### src/rtl/rs_station.sv
// Reservation station: holds dispatched instructions, captures operands from
// the CDB by ROB tag and issues the oldest fully ready entry to one FU.
module rs_station #(
  parameter int unsigned DEPTH  = 8,
  parameter int unsigned TAG_W  = 4,
  parameter int unsigned DATA_W = 32,
  parameter int unsigned OP_W   = 4
) (
  input  logic                         clk,
  input  logic                         rst,
  input  logic                         flush,
  input  logic                         disp_valid,
  output logic                         disp_ready,
  input  logic [OP_W-1:0]              disp_op,
  input  logic [TAG_W-1:0]             disp_dest,
  input  logic                         disp_s1_rdy,
  input  logic [DATA_W-1:0]            disp_s1_val,
  input  logic [TAG_W-1:0]             disp_s1_tag,
  input  logic                         disp_s2_rdy,
  input  logic [DATA_W-1:0]            disp_s2_val,
  input  logic [TAG_W-1:0]             disp_s2_tag,
  input  logic                         cdb_valid,
  input  logic [TAG_W-1:0]             cdb_tag,
  input  logic [DATA_W-1:0]            cdb_data,
  output logic                         issue_valid,
  input  logic                         issue_ready,
  output logic [OP_W-1:0]              issue_op,
  output logic [TAG_W-1:0]             issue_dest,
  output logic [DATA_W-1:0]            issue_s1,
  output logic [DATA_W-1:0]            issue_s2,
  output logic [$clog2(DEPTH+1)-1:0]   count
);

  localparam int unsigned IW = $clog2(DEPTH);
  localparam int unsigned CW = $clog2(DEPTH + 1);

  logic [DEPTH-1:0]  busy, s1_rdy, s2_rdy;
  logic [OP_W-1:0]   op_q   [DEPTH];
  logic [TAG_W-1:0]  dest_q [DEPTH];
  logic [TAG_W-1:0]  s1_tag [DEPTH];
  logic [TAG_W-1:0]  s2_tag [DEPTH];
  logic [DATA_W-1:0] s1_val [DEPTH];
  logic [DATA_W-1:0] s2_val [DEPTH];
  // age[i][j] set means entry i is older than entry j
  logic [DEPTH-1:0]  age    [DEPTH];

  logic              lock;
  logic [IW-1:0]     lock_idx;

  logic [DEPTH-1:0]  cand;
  logic              pick_any, oldest;
  logic [IW-1:0]     pick_idx, sel_idx, free_idx;
  logic              disp_fire, issue_fire, byp1, byp2;

  assign disp_ready = (count < CW'(DEPTH));
  assign disp_fire  = disp_valid & disp_ready;
  assign issue_fire = issue_valid & issue_ready;
  assign cand       = busy & s1_rdy & s2_rdy;
  assign byp1       = cdb_valid & ~disp_s1_rdy & (disp_s1_tag == cdb_tag);
  assign byp2       = cdb_valid & ~disp_s2_rdy & (disp_s2_tag == cdb_tag);

  // Lowest-index free entry
  always_comb begin
    free_idx = '0;
    for (int i = DEPTH - 1; i >= 0; i--) begin
      if (!busy[i]) free_idx = IW'(i);
    end
  end

  // Oldest candidate: older than every other candidate
  always_comb begin
    pick_any = 1'b0;
    pick_idx = '0;
    oldest   = 1'b0;
    for (int i = 0; i < DEPTH; i++) begin
      oldest = cand[i];
      for (int j = 0; j < DEPTH; j++) begin
        if (j != i && cand[j] && !age[i][j]) oldest = 1'b0;
      end
      if (oldest) begin
        pick_any = 1'b1;
        pick_idx = IW'(i);
      end
    end
  end

  // A stalled issue stays locked to its entry so the FU sees stable outputs
  assign sel_idx     = lock ? lock_idx : pick_idx;
  assign issue_valid = lock | pick_any;
  assign issue_op    = issue_valid ? op_q[sel_idx]   : '0;
  assign issue_dest  = issue_valid ? dest_q[sel_idx] : '0;
  assign issue_s1    = issue_valid ? s1_val[sel_idx] : '0;
  assign issue_s2    = issue_valid ? s2_val[sel_idx] : '0;

  always_ff @(posedge clk) begin
    if (rst || flush) begin
      busy     <= '0;
      lock     <= 1'b0;
      lock_idx <= '0;
      count    <= '0;
    end else begin
      for (int i = 0; i < DEPTH; i++) begin
        if (cdb_valid && busy[i]) begin
          if (!s1_rdy[i] && s1_tag[i] == cdb_tag) begin
            s1_rdy[i] <= 1'b1;
            s1_val[i] <= cdb_data;
          end
          if (!s2_rdy[i] && s2_tag[i] == cdb_tag) begin
            s2_rdy[i] <= 1'b1;
            s2_val[i] <= cdb_data;
          end
        end
      end

      if (issue_fire) begin
        busy[sel_idx] <= 1'b0;
        lock          <= 1'b0;
      end else if (issue_valid) begin
        lock     <= 1'b1;
        lock_idx <= sel_idx;
      end

      // New entry becomes younger than everything already present
      if (disp_fire) begin
        busy[free_idx]   <= 1'b1;
        op_q[free_idx]   <= disp_op;
        dest_q[free_idx] <= disp_dest;
        s1_tag[free_idx] <= disp_s1_tag;
        s2_tag[free_idx] <= disp_s2_tag;
        s1_rdy[free_idx] <= disp_s1_rdy | byp1;
        s2_rdy[free_idx] <= disp_s2_rdy | byp2;
        s1_val[free_idx] <= disp_s1_rdy ? disp_s1_val : cdb_data;
        s2_val[free_idx] <= disp_s2_rdy ? disp_s2_val : cdb_data;
        age[free_idx]    <= '0;
        for (int j = 0; j < DEPTH; j++) begin
          if (IW'(j) != free_idx) age[j][free_idx] <= 1'b1;
        end
      end

      count <= count + CW'(disp_fire) - CW'(issue_fire);
    end
  end

endmodule

### config.mk
export PLATFORM = sky130hd
export DESIGN_NAME = rs_station
export DESIGN_NICKNAME = d
export VERILOG_FILES = /design/src/rtl/rs_station.sv
export SDC_FILE = /design/constraint.sdc
export NUM_CORES = 1
export LEC_CHECK = 0
export BUFFER_PORTS_ARGS = -buffer_cell sky130_fd_sc_hd__buf_2
export CAP_MARGIN = 20
export CORE_ASPECT_RATIO = 1.2
export CORE_MARGIN = 4
export CORE_UTILIZATION = 45
export CTS_BUF_LIST = sky130_fd_sc_hd__clkbuf_16
export DETAILED_ROUTE_END_ITERATION = 8
export PLACE_DENSITY = 0.7
export REMOVE_ABC_BUFFERS = 1
export SLEW_MARGIN = 10
export SYNTH_ARGS = -nofsm -noshare
export SYNTH_HDL_FRONTEND = slang
export SYNTH_SLANG_ARGS = --single-unit
### constraint.sdc
create_clock -name clk -period 4.85 [get_ports clk]
set_clock_uncertainty 0.2 [all_clocks]
set_input_delay 0.97 -clock clk [delete_from_list [all_inputs] [get_ports clk]]
set_output_delay 0.97 -clock clk [all_outputs]
set_load 0.02 [all_outputs]
==> metrics.md, run 1 <==
| Metric | Value |
|---|---|
| Status | `finished with violations` |
| Violations in the final reports | `setup timing` |
| Synth cell count leaders | `656 x edfxtp_1, 547 x a21oi_1, 430 x mux2i_1` |
| Worst vdd ir | `0.269 mV` |
| CP startpoint kind | `flop` |
| Max cap viols | `0` |
| Multi-input combinational cell area | `12200 um^2` |
| Worst relative slew slack | `23.5%` |
| Post-route DRC | `0` |
| Cells after synthesis | `2830` |
| TritonRoute pass-1 iters | `6` |
| Worst slew pin tran | `1.14 ns` |
| Reg power frac | `51.7%` |
| Hold_sp | `age[5][0]$_DFF_P_` |
| Switching pwr | `3.04 mW` |
| Worst Hold Depth | `2` |
| Worst Hold Slack | `0.243 ns` |
| Nets@finish | `3130` |
| Register area share after synthesis | `61.9%` |
| Longest Clk Path Bufs | `3` |
| Post-CTS Hold Buffers | `0` |
| Combinational share of power | `6.2%` |
| Buf+Inv Stages, Crit Path | `3` |
| First-pass GRT wire length | `154000 um` |
| FF+latch area | `21200 um^2` |
| Drt wl/cell | `26.6 um` |
| Total CTS buffers | `72` |
| Fill count | `6335` |
| Count leader, synth | `edfxtp_1` |
| CTS clk-pin slew, worst paths | `0.07 ns` |
| Area contributors post-synth | `edfxtp_1 58%, mux2i_1 13%, a21oi_1 8.0%` |
| EDFF count, synth | `656` |
| Die Y | `310 um` |
| R2r startpoint | `busy[4]$_SDFF_PN0_` |
| CP arrival | `3.71 ns` |
| Final setup violation count | `4` |
| Avg Cell Area, Syn | `12.1 um^2` |
| Ys flop type | `edfxtp_1` |
| Pwr Density | `336 nW/um^2` |
| Register-to-Register Path Depth | `8` |
| Drt total wl | `108000 um` |
| P_int | `10.4 mW` |
| Htree depth | `3` |
| Largest net degree at the start of global routing | `65` |
| I/O Pins | `202` |
| Initial antenna violation count | `8` |
| P&R area growth vs syn | `16.8%` |
| Net Sw Frac | `22.7%` |
| Fin. Hold Viols | `0` |
| IO buf count | `201` |
| Crit-path slowest cell | `or4_4` |
| Tcrit/Tclk final | `101%` |
| Hold WC Path Type | `flop to flop` |
| Crit end category | `output pin` |
| Max incr delay on CP | `0.59 ns` |
| Overflow after GRT | `0` |
| Area leader, netlist | `edfxtp_1` |
| Row cnt | `110` |
| Placer Congestion | `0.949` |
| WHS Endpoint | `age[5][0]$_DFF_P_` |
| CTS Sinks | `728` |
| CTS Root Cell | `clkbuf_16` |
| Tot Pwr | `13.4 mW` |
| Yosys warnings | `0` |
| Share of post-route cells with drive strength above 1 | `17.1%` |
| Initial core utilization | `45.5%` |
| CTS tree | `yes` |
| Reg2Reg Capture Point | `s2_val[1][11]$_DFFE_PP_` |
| Clk_lat worst skew | `0.63 ns` |
| GR Util All Layers | `25.5%` |
| Post-DP HPWL | `63300 um` |
| Die X | `260 um` |
| Flops & latches, synth | `728` |
| Worst Setup Path Type | `flop to output pin` |
| Netlist cell types | `55` |
| Via count | `24900` |
| Fmax | `205 MHz` |
| Tmin final | `4.88 ns` |
| Core Region | `75100 um^2` |
| Crit path max fanout | `18` |
| RSZ-0062 raised after global routing | `true` |
| Crit path max-delay family | `compound AO/OA/AOI/OAI gates` |
| Vias per std cell | `6.13` |
| CP required | `3.68 ns` |
| Die ar. | `80400 um^2` |
| Clock Power Share | `42.1%` |
| Share of the synthesized area in the top cell type | `57.7%` |
| Crit path cell chain | `nand4b_1, o2111ai_2, or4_4, a211oi_4, o31ai_2, buf_4, a21oi_4, bufbuf_16, a32o_1, buf_2` |
| Async S/R FF share, synth | `0%` |
| Detail Route Antenna Nets | `0` |
| R2r setup slk | `0.63 ns` |
| Number of global-route vias before repair | `24700` |
| Leakage power | `16.1 nW` |
| Initial DRC count | `2711` |
| Final Max Tran Viols | `0` |
| Final WS setup | `-0.0269 ns` |
| Post-Syn Area | `34200 um^2` |
-- metal layers --
layer,part of all wire (%),wire length (um),global-route usage [%],vias to the layer above
met5,0.025,27,0,-
met4,3.9,4220,10.0,4
met1,37,39500,31.9,12300
li1,-,-,-,10900
met2,50,53800,44.0,1421
met3,9.8,10500,4.75,285
-- power by group through the flow --
stage / Sequential (mW) / Clock [mW] / Combinational, mW
6_report: 6.93 / 5.64 / 0.830
5_1_grt: 6.93 / 5.95 / 0.901
4_1_cts: 6.93 / 5.68 / 0.801
3_5_place_dp: 7.06 / 0 / 0.785
3_3_place_gp: 7.06 / 0 / 0.751
2_1_floorplan: 7.05 / 0 / 0.495
-- area by class of cell --
cell class / count / area share [%]
diodes: 3 / 0.0188
clock buffers: 73 / 4.58
clock inverters: 57 / 1.31
inverters: 33 / 0.361
multi-input cells: 1846 / 30.6
flip-flops and latches: 728 / 53.0
well taps: 1008 / 3.16
repair buffers: 321 / 6.98
-- logic make-up (layout without fill, tap and decap cells) --
| group | count (synthesis) | after routing | share of synthesized area [%] |
|---|---|---|---|
| AOI/OAI and AO/OA | 700 | 700 | 11.9 |
| xor gates and xnor gates | 75 | 75 | 1.92 |
| adders and majority gates | 4 | 4 | 0.168 |
| buffers and inverters | 256 | 484 | 3.68 |
| DFF | 728 | 728 | 61.9 |
| muxes | 430 | 430 | 12.6 |
| other | 0 | 3 | 0 |
| and+or+nand+nor | 637 | 637 | 7.82 |
-- per-stage QoR --
stage                     worst slack (ns)  util, %  instances  setup TNS, ns  instance area, um^2
final                              -0.0269     53.1       4069        -0.0600                39900
after global routing               -0.0983     53.1       4068          -1.98                39900
after CTS                          -0.0265     52.2       4038         -0.136                39200
after detailed placement             0.446     48.6       3896              0                36500
after global placement               0.445     48.6       3896              0                36500
after floorplan                     -41.36        -       2607       -3123.36                33000
-- placed cells by master, fill, tap and decap left out, types with 5 or more instances in the layout --
| master | instances |
|---|---|
| nand2_1 | 238 |
| a21o_1 | 22 |
| dfxtp_2 | 5 |
| buf_2 | 190 |
| a32o_2 | 15 |
| nand2b_1 | 9 |
| nor3_1 | 34 |
| nand4b_1 | 23 |
| mux2i_1 | 412 |
| clkinv_2 | 7 |
| nor2_1 | 277 |
| buf_16 | 10 |
| clkinv_1 | 14 |
| a21oi_4 | 7 |
| clkbuf_16 | 83 |
| bufinv_16 | 8 |
| nor2_4 | 11 |
| a21oi_1 | 541 |
| nand3_1 | 16 |
| inv_1 | 39 |
| xor2_1 | 31 |
| o22ai_1 | 7 |
| dfxtp_1 | 66 |
| edfxtp_1 | 656 |
| o21ai_0 | 9 |
| inv_4 | 8 |
| buf_6 | 10 |
| xnor2_1 | 44 |
| buf_12 | 29 |
| mux2i_2 | 18 |
| o2111ai_2 | 6 |
| buf_4 | 69 |
| a31oi_1 | 5 |
| a32o_1 | 57 |
-- worst max-delay path by stage --
| stage | cells past startpoint | start | slack [ns] | endpoint |
|---|---|---|---|---|
| 3_3_place_gp | 11 | busy[1]$_SDFF_PN0_ | 0.44 | issue_s1[23] |
| 2_1_floorplan | 6 | busy[1]$_SDFF_PN0_ | -41.36 | busy[4]$_SDFF_PN0_ |
| 5_1_grt | 10 | s2_rdy[6]$_DFFE_PP_ | -0.1 | issue_s1[10] |
| 4_1_cts | 11 | s2_rdy[6]$_DFFE_PP_ | -0.03 | issue_s1[31] |
| 3_5_place_dp | 8 | disp_valid | 0.45 | s2_val[1][26]$_DFFE_PP_ |
| 6_report | 10 | s2_rdy[6]$_DFFE_PP_ | -0.03 | issue_s1[10] |
-- flip-flops by register name (all words and copies together) (netlist names), 3 cells and up --
| name | count |
|---|---|
| s2_val | 256 |
| dest_q | 32 |
| s1_val | 256 |
| lock_idx | 3 |
| s2_rdy | 8 |
| op_q | 32 |
| s1_tag | 32 |
| s2_tag | 32 |
| age | 56 |
| s1_rdy | 8 |
| busy | 8 |
| count | 4 |
-- worst reg2reg max path, cell delays in order, from the launching register on --
cell and delay, ns:
dfxtp_1 0.57, nand2_1 0.14, o311ai_0 0.38, nand2_1 0.14, a211oi_2 0.65, nand2_1 0.55
inv_4 0.69, buf_4 0.43, a21oi_1 0.15
-- what timing repair did --
| action | CTS | global route |
|---|---|---|
| hold endpoints to repair | 0 | 0 |
| resized for setup | 23 | 74 |
| endpoints found under the setup margin | 72 | 72 |
| buffers inserted | 8 | 15 |
| cloned | 4 | 13 |
| pin swaps | 2 | 7 |
No activity file was read; power rests on OpenSTA's default activity.
==> run 2: changes to the inputs <==
--- a/config.mk
+++ b/config.mk
@@ -10,7 +10,7 @@
 export CORE_ASPECT_RATIO = 1.2
 export CORE_MARGIN = 4
 export CORE_UTILIZATION = 45
-export CTS_BUF_LIST = sky130_fd_sc_hd__clkbuf_16
+export CTS_BUF_LIST = sky130_fd_sc_hd__clkbuf_8
 export DETAILED_ROUTE_END_ITERATION = 8
 export PLACE_DENSITY = 0.7
 export REMOVE_ABC_BUFFERS = 1
==> run 2 against run 1 <==
Against the previous run:
- the run still ends with setup timing left
- first-iteration DRC count up 7.4%
- global-route usage rose by 0.53 points
- power decreased by 6.3%
- routed wire length rose by 4.4%
- critical path type unchanged
- largest cell class unchanged
==> metrics.md, run 2 (synthesis gave the netlist of run 1 again) <==
| Metric | Value |
|---|---|
| Status | `finished with violations` |
| Violations in the final reports | `setup timing` |
| Die ar. | `80400 um^2` |
| Core Region | `75100 um^2` |
| Vias per std cell | `6.15` |
| Hold WC Path Type | `primary input to flop` |
| Design Area, Final | `40800 um^2` |
| IO buf count | `201` |
| Total CTS buffers | `111` |
| Max incr delay on CP | `0.44 ns` |
| Tcrit/Tclk final | `101%` |
| TritonRoute pass-1 iters | `6` |
| Nets@finish | `3224` |
| Initial antenna violation count | `9` |
| Hold_sp | `issue_ready` |
| Fin cells | `4195` |
| Share of post-route cells with drive strength above 1 | `21.1%` |
| Htree depth | `3` |
| Final WS setup | `-0.0428 ns` |
| R2r startpoint | `busy[5]$_SDFF_PN0_` |
| Buf+Inv Stages, Crit Path | `6` |
| Crit-path slowest cell | `edfxtp_1` |
| Largest net degree at the start of global routing | `65` |
| Fmax | `204 MHz` |
| Pwr Density | `308 nW/um^2` |
| I/O Pins | `202` |
| Post-place instance area | `36500 um^2` |
| WHS Endpoint | `lock$_SDFFE_PP0P_` |
| Die Y | `310 um` |
| Crit end category | `output pin` |
| Worst vdd ir | `0.211 mV` |
| Fill count | `6230` |
| Crit path max fanout | `27` |
| Row cnt | `110` |
| RSZ-0062 raised after global routing | `true` |
| CTS clk-pin slew, worst paths | `0.07 ns` |
| Tmin final | `4.89 ns` |
| CP required | `3.68 ns` |
| Worst Setup Path Type | `flop to output pin` |
| Post-Route Utilization | `54.3%` |
| Register-to-Register Path Depth | `9` |
| Crit path cell chain | `buf_6, nand4b_1, o2111ai_4, nor3_4, buf_12, o41ai_4, buf_4, buf_6, buf_16, mux2i_1, mux2i_2, a32o_1, buf_2` |
| Overflow after GRT | `0` |
| Final Max Tran Viols | `0` |
| Leakage power | `16.5 nW` |
| Initial core utilization | `45.5%` |
| Reg2Reg Capture Point | `s2_val[1][26]$_DFFE_PP_` |
| Die X | `260 um` |
| CTS Sinks | `728` |
| Crit path max-delay family | `buffers and inverters` |
| Initial DRC count | `2911` |
| Most frequent cells in the layout | `656 x edfxtp_1, 541 x a21oi_1, 379 x mux2i_1` |
| GR Util All Layers | `26.0%` |
| Longest Clk Path Bufs | `3` |
| Biggest regs | `s1_val x256, s2_val x256, age x56` |
| Drt wl/cell | `26.9 um` |
| Fin. Hold Viols | `0` |
| Worst Hold Depth | `2` |
| CTS Root Cell | `clkbuf_8` |
| CTS tree | `yes` |
| Number of global-route vias before repair | `25200` |
| Placer Congestion | `0.949` |
| Cell total after placement | `3896` |
| CP startpoint kind | `flop` |
| Detail Route Antenna Nets | `0` |
| CP most frequent cell | `buf_6` |
| Drt total wl | `113000 um` |
| Clk_lat worst skew | `0.77 ns` |
| CP arrival | `3.72 ns` |
| R2r setup slk | `0.71 ns` |
| Commonest non-fill, non-tap cell in the layout | `edfxtp_1` |
| P&R area growth vs syn | `19.5%` |
| Post-route DRC | `0` |
| Worst slew pin tran | `1.13 ns` |
| Max cap viols | `0` |
| Final setup violation count | `13` |
| Worst relative slew slack | `24.1%` |
| First-pass GRT wire length | `157000 um` |
| Via count | `25800` |
| Post-DP HPWL | `63300 um` |
[run 2: cell types whose count changed in the layout (fill, tap and decap cells not counted), sizes merged]
cell	previous run	this run
buf	308	356
inv	52	70
clkbuf	83	133
diode	3	4
bufinv	8	2
bufbuf	3	1
clkinv	26	43
[run 2: how the worst max path moves through the flow]
stage	slack [ns]	cells past startpoint	to	startpoint
floorplan	-41.36	6	busy[4]$_SDFF_PN0_	busy[1]$_SDFF_PN0_
global placement	0.44	11	issue_s1[23]	busy[1]$_SDFF_PN0_
detailed placement	0.45	8	s2_val[1][26]$_DFFE_PP_	disp_valid
CTS	-0.11	12	issue_s2[9]	s2_rdy[6]$_DFFE_PP_
global route	-0.09	13	issue_s2[28]	s2_rdy[0]$_DFFE_PP_
finish	-0.04	13	issue_s2[30]	s2_rdy[6]$_DFFE_PP_
[run 2: what timing repair did]
action,in CTS,in global routing
setup endpoints to repair,72,72
gates cloned,11,22
hold endpoints to repair,0,0
resized for setup,107,135
pin swaps,7,27
hold buffers,0,0
buffers inserted,31,33
[run 2: power by group]
part / switching [mW] / leakage (nW) / internal, mW
Sequential: 0.0371 / 6.50 / 6.90
Clock: 2.47 / 1.15 / 2.29
Combinational: 0.573 / 8.82 / 0.297
Total: 3.08 / 16.5 / 9.48
[run 2: through the flow]
step	hold slack, ns	power (mW)	setup WS [ns]	setup TNS, ns
floorplan	0.215	7.55	-41.36	-3123.36
global placement	0.233	7.81	0.445	0
detailed placement	0.233	7.84	0.446	0
CTS	0.187	12.5	-0.106	-5.13
global route	0.236	12.9	-0.0947	-3.31
finish	0.233	12.6	-0.0428	-0.176
[run 2: final cells by class]
cell class	instances	area, um^2	area share, %
sequential	728	21200	51.8
multi-input combinational	1846	12600	30.9
timing repair buffer	376	3660	8.95
clock buffer	114	1570	3.84
tap	1008	1260	3.09
clock inverter	86	435	1.07
inverter	33	144	0.352
antenna	4	10.0	0.0245
[run 2: metal layers]
metal  routed length (um)  part of all wire [%]  track usage, %  up-vias
met5                    9                0.0080               0        -
met4                 4970                   4.4            11.2        2
met3                11600                    10            4.74      305
met2                55300                    49            44.7     1644
met1                40900                    36            32.5    12700
li1                     -                     -               -    11100
